[src/rtl/i2c_arb_pkg.sv]
// Shared types, default timing constants and the round-robin pick helper
// for the I2C bus arbiter.
package i2c_arb_pkg;

    typedef enum logic [1:0] {
        ST_IDLE,
        ST_GRANTED,
        ST_DRAIN,
        ST_FAULT
    } arb_state_t;

    localparam int DEFAULT_IDLE_CYCLES    = 64;
    localparam int DEFAULT_TIMEOUT_CYCLES = 1_000_000;
    localparam int MAX_MASTERS            = 8;

    // Returns the first requester found scanning last+1, last+2, ... mod n.
    // Scanning offsets high-to-low lets the nearest requester overwrite the rest.
    function automatic logic [2:0] rr_pick(
        input logic [MAX_MASTERS-1:0] req,
        input logic [2:0]             last,
        input int                     n
    );
        logic [2:0] win;
        int         idx;
        win = last;
        for (int off = MAX_MASTERS; off >= 1; off--) begin
            idx = (int'(last) + off) % n;
            if (off <= n && req[idx[2:0]]) begin
                win = idx[2:0];
            end
        end
        return win;
    endfunction

endpackage

[src/rtl/i2c_bus_monitor.sv]
// Pad synchronizers plus START/STOP detection, bus-busy tracking and the
// bus-free-time counter that gates new grants.
module i2c_bus_monitor
    import i2c_arb_pkg::*;
#(
    parameter int IDLE_CYCLES = DEFAULT_IDLE_CYCLES
) (
    input  logic clk,
    input  logic rstn,
    input  logic scl_pad,
    input  logic sda_pad,
    input  logic force_idle,
    output logic scl,
    output logic bus_busy,
    output logic bus_free,
    output logic stop
);

    localparam int FW = $clog2(IDLE_CYCLES + 1);

    logic [1:0]    scl_sync;
    logic [1:0]    sda_sync;
    logic          sda;
    logic          sda_prev;
    logic          start;
    logic          busy_nxt;
    logic          free_cycle;
    logic [FW-1:0] free_cnt;

    assign scl   = scl_sync[1];
    assign sda   = sda_sync[1];
    assign start = scl & sda_prev & ~sda;
    assign stop  = scl & ~sda_prev & sda;

    always_comb begin
        // NOTE: every variable gets a default first so no path can infer a latch.
        busy_nxt = bus_busy;
        if (force_idle) begin
            busy_nxt = 1'b0;
        end else if (start) begin
            busy_nxt = 1'b1;
        end else if (stop) begin
            busy_nxt = 1'b0;
        end
    end

    // The STOP cycle itself already counts toward the free time.
    assign free_cycle = scl & sda & ~busy_nxt;
    assign bus_free   = (free_cnt == FW'(IDLE_CYCLES));

    // Synchronizers reset low so the bus must be seen idle through both
    // stages before any free time accumulates.
    always_ff @(posedge clk) begin
        // NOTE: non-blocking assignments so every flop samples pre-edge values.
        if (!rstn) begin
            scl_sync <= '0;
            sda_sync <= '0;
            sda_prev <= 1'b0;
            bus_busy <= 1'b0;
            free_cnt <= '0;
        end else begin
            scl_sync <= {scl_sync[0], scl_pad};
            sda_sync <= {sda_sync[0], sda_pad};
            sda_prev <= sda;
            bus_busy <= busy_nxt;
            if (!free_cycle) begin
                free_cnt <= '0;
            end else if (!bus_free) begin
                free_cnt <= free_cnt + 1'b1;
            end
        end
    end

endmodule

[src/rtl/i2c_bus_arbiter.sv]
// Round-robin arbiter sharing one I2C bus among on-chip masters, with
// registered one-hot grant, open-drain routing and a stuck-SCL watchdog.
module i2c_bus_arbiter
    import i2c_arb_pkg::*;
#(
    parameter int N_MASTERS      = 4,
    parameter int IDLE_CYCLES    = DEFAULT_IDLE_CYCLES,
    parameter int TIMEOUT_CYCLES = DEFAULT_TIMEOUT_CYCLES
) (
    input  logic                 clk,
    input  logic                 rstn,
    input  logic [N_MASTERS-1:0] req,
    output logic [N_MASTERS-1:0] gnt,
    input  logic [N_MASTERS-1:0] m_scl_o,
    input  logic [N_MASTERS-1:0] m_scl_t,
    input  logic [N_MASTERS-1:0] m_sda_o,
    input  logic [N_MASTERS-1:0] m_sda_t,
    output logic [N_MASTERS-1:0] m_scl_i,
    output logic [N_MASTERS-1:0] m_sda_i,
    output logic                 bus_scl_o,
    output logic                 bus_scl_t,
    output logic                 bus_sda_o,
    output logic                 bus_sda_t,
    input  logic                 bus_scl_i,
    input  logic                 bus_sda_i,
    output logic                 fault,
    input  logic                 clr_fault,
    output logic                 bus_busy
);

    localparam int LW = $clog2(N_MASTERS);
    localparam int TW = $clog2(TIMEOUT_CYCLES + 1);

    arb_state_t           state;
    arb_state_t           state_nxt;
    logic [N_MASTERS-1:0] gnt_nxt;
    logic [LW-1:0]        last;
    logic [LW-1:0]        last_nxt;
    logic [TW-1:0]        to_cnt;
    logic [2:0]           pick;
    logic                 scl_s;
    logic                 bus_free;
    logic                 stop;
    logic                 active;
    logic                 timeout;

    i2c_bus_monitor #(
        .IDLE_CYCLES(IDLE_CYCLES)
    ) u_monitor (
        .clk       (clk),
        .rstn      (rstn),
        .scl_pad   (bus_scl_i),
        .sda_pad   (bus_sda_i),
        .force_idle(timeout),
        .scl       (scl_s),
        .bus_busy  (bus_busy),
        .bus_free  (bus_free),
        .stop      (stop)
    );

    assign active  = (state == ST_GRANTED) || (state == ST_DRAIN);
    assign timeout = active && !scl_s && (to_cnt == TW'(TIMEOUT_CYCLES - 1));
    assign pick    = rr_pick(MAX_MASTERS'(req), 3'(last), N_MASTERS);

    always_comb begin
        state_nxt = state;
        gnt_nxt   = gnt;
        last_nxt  = last;
        case (state)
            ST_IDLE: begin
                if (|req && bus_free) begin
                    last_nxt  = LW'(pick);
                    gnt_nxt   = N_MASTERS'(1) << pick;
                    state_nxt = ST_GRANTED;
                end
            end
            ST_GRANTED: begin
                // Timeout wins over a simultaneous request drop.
                if (timeout) begin
                    gnt_nxt   = '0;
                    state_nxt = ST_FAULT;
                end else if (!req[last]) begin
                    if (bus_busy) begin
                        state_nxt = ST_DRAIN;
                    end else begin
                        gnt_nxt   = '0;
                        state_nxt = ST_IDLE;
                    end
                end
            end
            ST_DRAIN: begin
                if (timeout) begin
                    gnt_nxt   = '0;
                    state_nxt = ST_FAULT;
                end else if (stop || !bus_busy) begin
                    gnt_nxt   = '0;
                    state_nxt = ST_IDLE;
                end
            end
            ST_FAULT: begin
                gnt_nxt = '0;
                if (scl_s) begin
                    state_nxt = ST_IDLE;
                end
            end
            default: begin
                gnt_nxt   = '0;
                state_nxt = ST_IDLE;
            end
        endcase
    end

    always_ff @(posedge clk) begin
        if (!rstn) begin
            state  <= ST_IDLE;
            gnt    <= '0;
            last   <= LW'(N_MASTERS - 1);
            to_cnt <= '0;
            fault  <= 1'b0;
        end else begin
            state  <= state_nxt;
            gnt    <= gnt_nxt;
            last   <= last_nxt;
            to_cnt <= (active && !scl_s && !timeout) ? to_cnt + 1'b1 : '0;
            if (timeout) begin
                fault <= 1'b1;
            end else if (clr_fault) begin
                fault <= 1'b0;
            end
        end
    end

    // Only the granted master's drive survives; an all-zero grant releases both pads.
    assign bus_scl_t = &(~gnt | m_scl_t | m_scl_o);
    assign bus_sda_t = &(~gnt | m_sda_t | m_sda_o);
    assign bus_scl_o = 1'b0;
    assign bus_sda_o = 1'b0;
    assign m_scl_i   = {N_MASTERS{bus_scl_i}};
    assign m_sda_i   = {N_MASTERS{bus_sda_i}};

endmodule

[config.mk]
export PLATFORM = sky130hd
export DESIGN_NAME = i2c_bus_arbiter
export DESIGN_NICKNAME = d
export VERILOG_FILES = /design/src/rtl/i2c_arb_pkg.sv /design/src/rtl/i2c_bus_monitor.sv /design/src/rtl/i2c_bus_arbiter.sv
export SDC_FILE = /design/constraint.sdc
export NUM_CORES = 1
export LEC_CHECK = 0
export BUFFER_PORTS_ARGS = -buffer_cell sky130_fd_sc_hd__buf_2
export CAP_MARGIN = 10
export CORE_MARGIN = 2
export CORE_UTILIZATION = 45
export CTS_BUF_LIST = sky130_fd_sc_hd__clkbuf_4 sky130_fd_sc_hd__clkbuf_8 sky130_fd_sc_hd__clkbuf_16
export DETAILED_ROUTE_END_ITERATION = 12
export GPL_TIMING_DRIVEN = 0
export HOLD_SLACK_MARGIN = 0.03
export PLACE_DENSITY = 0.78
export SLEW_MARGIN = 20
export SYNTH_ARGS = -nofsm -noshare
export SYNTH_HDL_FRONTEND = slang
export SYNTH_SLANG_ARGS = --single-unit
[constraint.sdc]
create_clock -name clk -period 2.55 [get_ports clk]
set_input_delay 0.3825 -clock clk [delete_from_list [all_inputs] [get_ports clk]]
set_output_delay 0.3825 -clock clk [all_outputs]
set_load 0.1 [all_outputs]
==> metrics, run 1 <==
Yosys warning count=0; Multi-input gate area=0.00120 mm2; Worst-Skew Late Latency=0.29 ns; Clock Skew=0.00622 ns; clock root cell=clkbuf_8; Hold Path Origin=clr_fault; antenna-violating nets left=0; Placed Cells=332; status=completed; Post-Route WL=3960 um; Fin. Hold Viols=0; number of synthesized register bits=42; CTS Hold Buffers Added=0; nets@finish=319; asr flop ratio synth=0; IO buf count=40; first-pass GRT wire length=6480 um; largest net degree at the start of global routing=14; Post-route DRC=0; Non-Filler Instances=340; critical path type=reg -> reg; Die H=72.7 um; hold_ws=0.355 ns; MaxCap Viol Count=0; number of enable flip-flop cells after synthesis=0; Ant. Diodes=0; Final period util=0.832; CTS tree=yes; Worst Path Required=2.78 ns; hold crit path type=in -> reg; register area share after synthesis=0.396; # fillers=399; cts bufs inserted=5; I/O pin cnt=43; row count=24; ys flop type=dfxtp_1; CP Capture Type=flip-flop; via count=1,712; Worst slew margin=0.472; Mapped Avg Cell Area=8.89 um2; Final TNS setup=0 ns; Post-CTS Resized=0; Worst Path Arrival=2.35 ns; leakage=1.00 nW; final setup fails=0; drt wl/cell=11.7 um; Final HPWL DP=3010 um; CTS Sinks=42; core area=0.00444 mm2; slew at the pin closest to its max-slew limit=0.785 ns; Pins Over Slew Limit=0; Final Power=0.00147 W; cell area after synthesis=0.00212 mm2; via/cell ratio=5.04; Area Growth Syn to Fin=20.6%; initial antenna violation count=0; crit path max fanout=5; GPL Wtd Cong=0.735; Initial Util=0.478; CP Launch Type=flip-flop; grt total ovfl=0; FMAX=471 MHz; Distinct cells, synth=45; share of cells above drive strength 1=0.240; RSZ-0062 raised after global routing=no; post-layout min period=2.12 ns; die width=72.7 um; die area=0.00529 mm2; vias in the first global route=1,568; RR Startpoint=u_monitor.free_cnt[0]; crit path from=u_monitor.free_cnt[0]; initial drt markers=59; most frequent cells in the layout=buf_2, dfxtp_1, nor2_1; Worst VDD drop=393 uV; first-pass detailed-route iteration total=4; Post-CTS Repair Setup Buffers=0; Clk pin slew, worst setup/hold paths=0.08 ns; Post-Synthesis Cells=239; Clock Tree Buf Depth=2; H-tree Lvls=2; GRT Total Usage=0.156; Sequential Area=841 um2; PD cells=573 mW/mm2
==> synth_stat cells, types with 5 or more instances <==
cell type  number  area [um2]
and2_1          5        31.3
buf_4          10        75.1
dfxtp_1        42         841
ha_1            7        87.6
inv_1           7        26.3
nand2_1        17        63.8
nand2b_1        9        56.3
nand3_1        15        75.1
nor2_1         39         146
o21ai_0         6        30.0
xnor2_1        10        87.6
xor2_1         14         123
==> worst max-delay path: stages (launching register included) <==
cell       delay [ns]
dfxtp_1          0.35
inv_1            0.07
ha_1             0.15
or4b_4           0.47
or4b_4           0.54
a2111oi_4        0.23
nand2_1          0.12
o2bb2ai_1        0.14
==> through the flow <==
| step | cell area, um2 | util | setup WS (ns) |
|---|---|---|---|
| 5_1_grt | 2560 | 0.576 | 0.307 |
| 3_3_place_gp | 2420 | 0.544 | 0.478 |
| 4_1_cts | 2560 | 0.576 | 0.395 |
| 2_1_floorplan | 2150 | - | 0.322 |
| 6_report | 2560 | 0.576 | 0.427 |
| 3_5_place_dp | 2420 | 0.544 | 0.420 |
==> sequential cells by signal, indices dropped and copies added, names as in the netlist <==
name	count
u_monitor.sda_prev	1
u_monitor.scl_sync	2
to_cnt	20
last	2
u_monitor.free_cnt	7
fault	1
gnt	4
u_monitor.bus_busy	1
u_monitor.sda_sync	2
state	2
==> layer usage <==
| layer | global-route usage | routed length [um] | vias up | share of wire |
|---|---|---|---|---|
| li1 | - | - | 901 | - |
| met1 | 0.190 | 1860 | 760 | 0.47 |
| met2 | 0.266 | 1830 | 46 | 0.46 |
| met3 | 0.0359 | 210 | 5 | 0.053 |
| met4 | 0.0617 | 61 | 0 | 0.015 |
| met5 | 0 | 0 | - | 0 |
==> final timing paths <==
path	end	slack [ns]	depth (start not counted)
min	fault	0.35	3
max reg2reg	gnt[2]	0.43	7
max	gnt[2]	0.43	7
min reg2reg	u_monitor.scl_sync[1]	0.44	1
==> kinds of logic (layout without fill, tap and decap cells) <==
| group | count (synthesis) | in the layout | synth area share |
|---|---|---|---|
| AND/OR/NAND/NOR | 112 | 112 | 0.277 |
| flip-flops | 42 | 42 | 0.396 |
| AO/OA/AOI/OAI | 31 | 31 | 0.116 |
| XOR/XNOR | 24 | 24 | 0.0989 |
| buffers and inverters | 20 | 68 | 0.0542 |
| adder cells (fa/ha/maj) | 7 | 7 | 0.0412 |
| multiplexers | 2 | 2 | 0.0153 |
| other | 1 | 2 | 0.00177 |
==> report_power, final <==
group	internal, W	switching, W
combinational	0.0000500	0.000111
clock	0.000417	0.000224
sequential	0.000662	0.00000428
==> final cells by class <==
cell class	instances	share of cell area
timing repair buffer	40	0.0782
inverter	7	0.0103
clock buffer	6	0.0322
multi-input combinational	178	0.468
sequential	42	0.328
buffer	13	0.0347
clock inverter	2	0.0234
tap	52	0.0254
Power figures use the tool's default switching activity.
==> inputs of run 2 (changes only) <==
--- a/config.mk
+++ b/config.mk
@@ -13,7 +13,7 @@
 export DETAILED_ROUTE_END_ITERATION = 12
 export GPL_TIMING_DRIVEN = 0
 export HOLD_SLACK_MARGIN = 0.03
-export PLACE_DENSITY = 0.78
+export PLACE_DENSITY = 0.81
 export SLEW_MARGIN = 20
 export SYNTH_ARGS = -nofsm -noshare
 export SYNTH_HDL_FRONTEND = slang
==> constraint.sdc (replaced) <==
create_clock -name clk -period 1.75 [get_ports clk]
set_input_delay 0.2625 -clock clk [delete_from_list [all_inputs] [get_ports clk]]
set_output_delay 0.2625 -clock clk [all_outputs]
set_load 0.1 [all_outputs]
==> run 2 against run 1 <==
  * The run now ends with negative setup slack left
  * Global-route usage rose by 1.6 points
  * Sequential share of layout area fell by 2.4 points
  * Sequential power increased by 45%
  * Routed wire length is 21% higher
  * Total power grew 26%
  * Critical path depth rose by 3
==> metrics, run 2 (synthesis results as in run 1) <==
cts bufs inserted=5 (unchanged); CTS tree=yes (unchanged); nets@finish=330 (was 319); Ant. Diodes=0 (unchanged); r2r endpoint=state[0] (was gnt[2]); RR Startpoint=u_monitor.free_cnt[1] (was u_monitor.free_cnt[0]); FMAX=477 MHz (was 471 MHz); Worst Path Arrival=2.33 ns (was 2.35 ns); Area Growth Syn to Fin=33.0% (was 20.6%); slowest stage delay, CP=0.46 ns (was 0.54 ns); most frequent cells in the layout=buf_2, dfxtp_1, nor2_1 (unchanged); most frequent cell on the critical path=buf_6 (was or4b_4); core area=0.00444 mm2 (unchanged); Pins Over Slew Limit=0 (unchanged); MaxCap Viol Count=0 (unchanged); slowest CP cell=or4b_4 (unchanged); Final period util=1.20 (was 0.832); CTS Sinks=42 (unchanged); worst setup margin=-0.346 ns (was 0.427 ns); Sequential Area=860 um2 (was 841 um2); critical path type=reg -> reg (unchanged); Worst Hold End=u_monitor.sda_sync[0] (was fault); first-pass detailed-route iteration total=5 (was 4); I/O pin cnt=43 (unchanged); Non-Filler Instances=350 (was 340); biggest regs=to_cnt x20, u_monitor.free_cnt x7, gnt x4 (unchanged); status=complete, but fails checks (was completed); Final HPWL DP=2960 um (was 3010 um); grt total ovfl=0 (unchanged); via count=1,868 (was 1,712); Worst Path Required=1.99 ns (was 2.78 ns); die area=0.00529 mm2 (unchanged); Worst Path Buf+Inv=4 (was 1); max reg flops=20 (unchanged); final setup fails=35 (was 0); Biggest register=to_cnt (unchanged); worst reg2reg path depth=10 (was 7); crit path max fanout=3 (was 5); antenna-violating nets left=0 (unchanged); H-tree Lvls=2 (unchanged); hold_ws=0.237 ns (was 0.355 ns); Die H=72.7 um (unchanged); Post-Route WL=4800 um (was 3960 um); GPL Wtd Cong=0.846 (was 0.735); hold crit path type=in -> reg (unchanged); slew at the pin closest to its max-slew limit=0.728 ns (was 0.785 ns); PD cells=655 mW/mm2 (was 573 mW/mm2); largest net degree at the start of global routing=12 (was 14); post-layout min period=2.10 ns (was 2.12 ns); die width=72.7 um (unchanged); via/cell ratio=5.34 (was 5.04); RSZ-0062 raised after global routing=yes (was no); Worst-Skew Late Latency=0.29 ns (about the same); Fin. Hold Viols=0 (unchanged); CP Capture Type=flip-flop (unchanged); first-pass GRT wire length=7090 um (was 6480 um); Post-route DRC=0 (unchanged); largest delay contributor family on the critical path=compound AO/OA/AOI/OAI gates (was simple AND/OR/NAND/NOR gates); Clock Tree Buf Depth=2 (unchanged); drt wl/cell=13.7 um (was 11.7 um); Hold Path Origin=bus_sda_i (was clr_fault); WHS Path Cells=2 (was 3); IO buf count=40 (unchanged); Worst VDD drop=545 uV (was 393 uV); row count=24 (unchanged); Multi-input gate area=0.00138 mm2 (was 0.00120 mm2); clock root cell=clkbuf_8 (unchanged); failing checks=negative setup slack; flop-to-flop setup slack=-0.35 ns (was 0.43 ns); Initial Util=0.478 (unchanged); Clk pin slew, worst setup/hold paths=0.08 ns (about the same); Worst slew margin=0.510 (was 0.472); commonest non-fill, non-tap cell in the layout=buf_2; CP Launch Type=flip-flop (unchanged); initial drt markers=115 (was 59); Placed Cells=332 (unchanged); # fillers=344 (was 399); crit-path cells=inv_2 > ha_4 > or4b_4 > buf_4 > buf_6 > buf_6 > o31ai_4 > nand2_2 > o21ai_1 > o211a_1 (was inv_1 > ha_1 > or4b_4 > or4b_4 > a2111oi_4 > nand2_1 > o2bb2ai_1); leakage=1.10 nW (was 1.00 nW); initial antenna violation count=0 (unchanged); share of cells above drive strength 1=0.423 (was 0.240); GRT Total Usage=0.172 (was 0.156); CTS Hold Buffers Added=0 (unchanged); Clock Skew=0.00569 ns (was 0.00622 ns); vias in the first global route=1,642 (was 1,568)
[run 2: cell types whose count changed in the layout (fill, tap and decap cells not counted), moves of 4 or more]
cell and change:
buf_2 -4, buf_4 +7, buf_6 +7, dfxtp_1 -11, dfxtp_2 +9, nor2_1 -15
nor2_2 +11, nor2_4 +4
[run 2: report_power, final]
group	switching, W	total [W]	internal, W	leakage [nW]
combinational	0.000179	0.000268	0.0000893	0.710
sequential	0.00000701	0.000968	0.000961	0.345
clock	0.000310	0.000616	0.000306	0.0452
total	0.000496	0.00185	0.00136	1.10
[run 2: metrics by stage]
step / setup WS (ns) / TNS [ns] / area (um2) / power (W) / utilization
2_1_floorplan: -0.210 / -0.914 / 2170 / 0.00117 / -
3_3_place_gp: -0.304 / -2.35 / 2440 / 0.00122 / 0.549
3_5_place_dp: -0.333 / -2.76 / 2440 / 0.00122 / 0.549
4_1_cts: -0.298 / -2.31 / 2650 / 0.00183 / 0.596
5_1_grt: -0.408 / -6.79 / 2830 / 0.00192 / 0.636
6_report: -0.346 / -4.33 / 2830 / 0.00185 / 0.636
[run 2: per-layer routing]
| metal | global-route usage | vias to the layer above | wire length [um] |
|---|---|---|---|
| li1 | - | 925 | - |
| met1 | 0.211 | 864 | 2120 |
| met2 | 0.284 | 68 | 2330 |
| met3 | 0.0414 | 11 | 254 |
| met4 | 0.0802 | 0 | 88 |
| met5 | 0 | - | 0 |
[run 2: area by class of cell]
type | instances | share of cell area
inverters | 7 | 0.00930
clock buffers | 7 | 0.0297
multi-input cells | 178 | 0.487
flip-flops and latches | 42 | 0.304
plain buffers | 13 | 0.0372
well taps | 52 | 0.0230
repair buffers | 51 | 0.110
[run 2: worst reg2reg max path, delay by kind of cell, from the launching register on]
kind                     cells  cell delay [ns]
adder cells (fa/ha/maj)      1             0.12
AND/OR/NAND/NOR              2             0.56
buffers and inverters        4             0.44
AO/OA/AOI/OAI                3             0.58
flip-flops                   1             0.34
[run 2: what timing repair did]
item | 4_1_cts | 5_1_grt
setup endpoints to repair | 30 | 34
buffers inserted | 7 | 3
gates cloned | 0 | 2
endpoints found under the hold margin | 0 | 0
pin swaps | 4 | 28
gates resized for setup | 23 | 48
[run 2: how the worst max path moves through the flow]
stage / startpoint / to / slack (ns) / cells past startpoint
3_5_place_dp: u_monitor.free_cnt[1] / gnt[0] / -0.33 / 7
2_1_floorplan: u_monitor.free_cnt[0] / gnt[2] / -0.21 / 7
6_report: u_monitor.free_cnt[1] / state[0] / -0.35 / 10
3_3_place_gp: u_monitor.free_cnt[1] / gnt[2] / -0.30 / 7
4_1_cts: u_monitor.free_cnt[1] / gnt[0] / -0.30 / 7
5_1_grt: u_monitor.free_cnt[1] / state[0] / -0.41 / 10
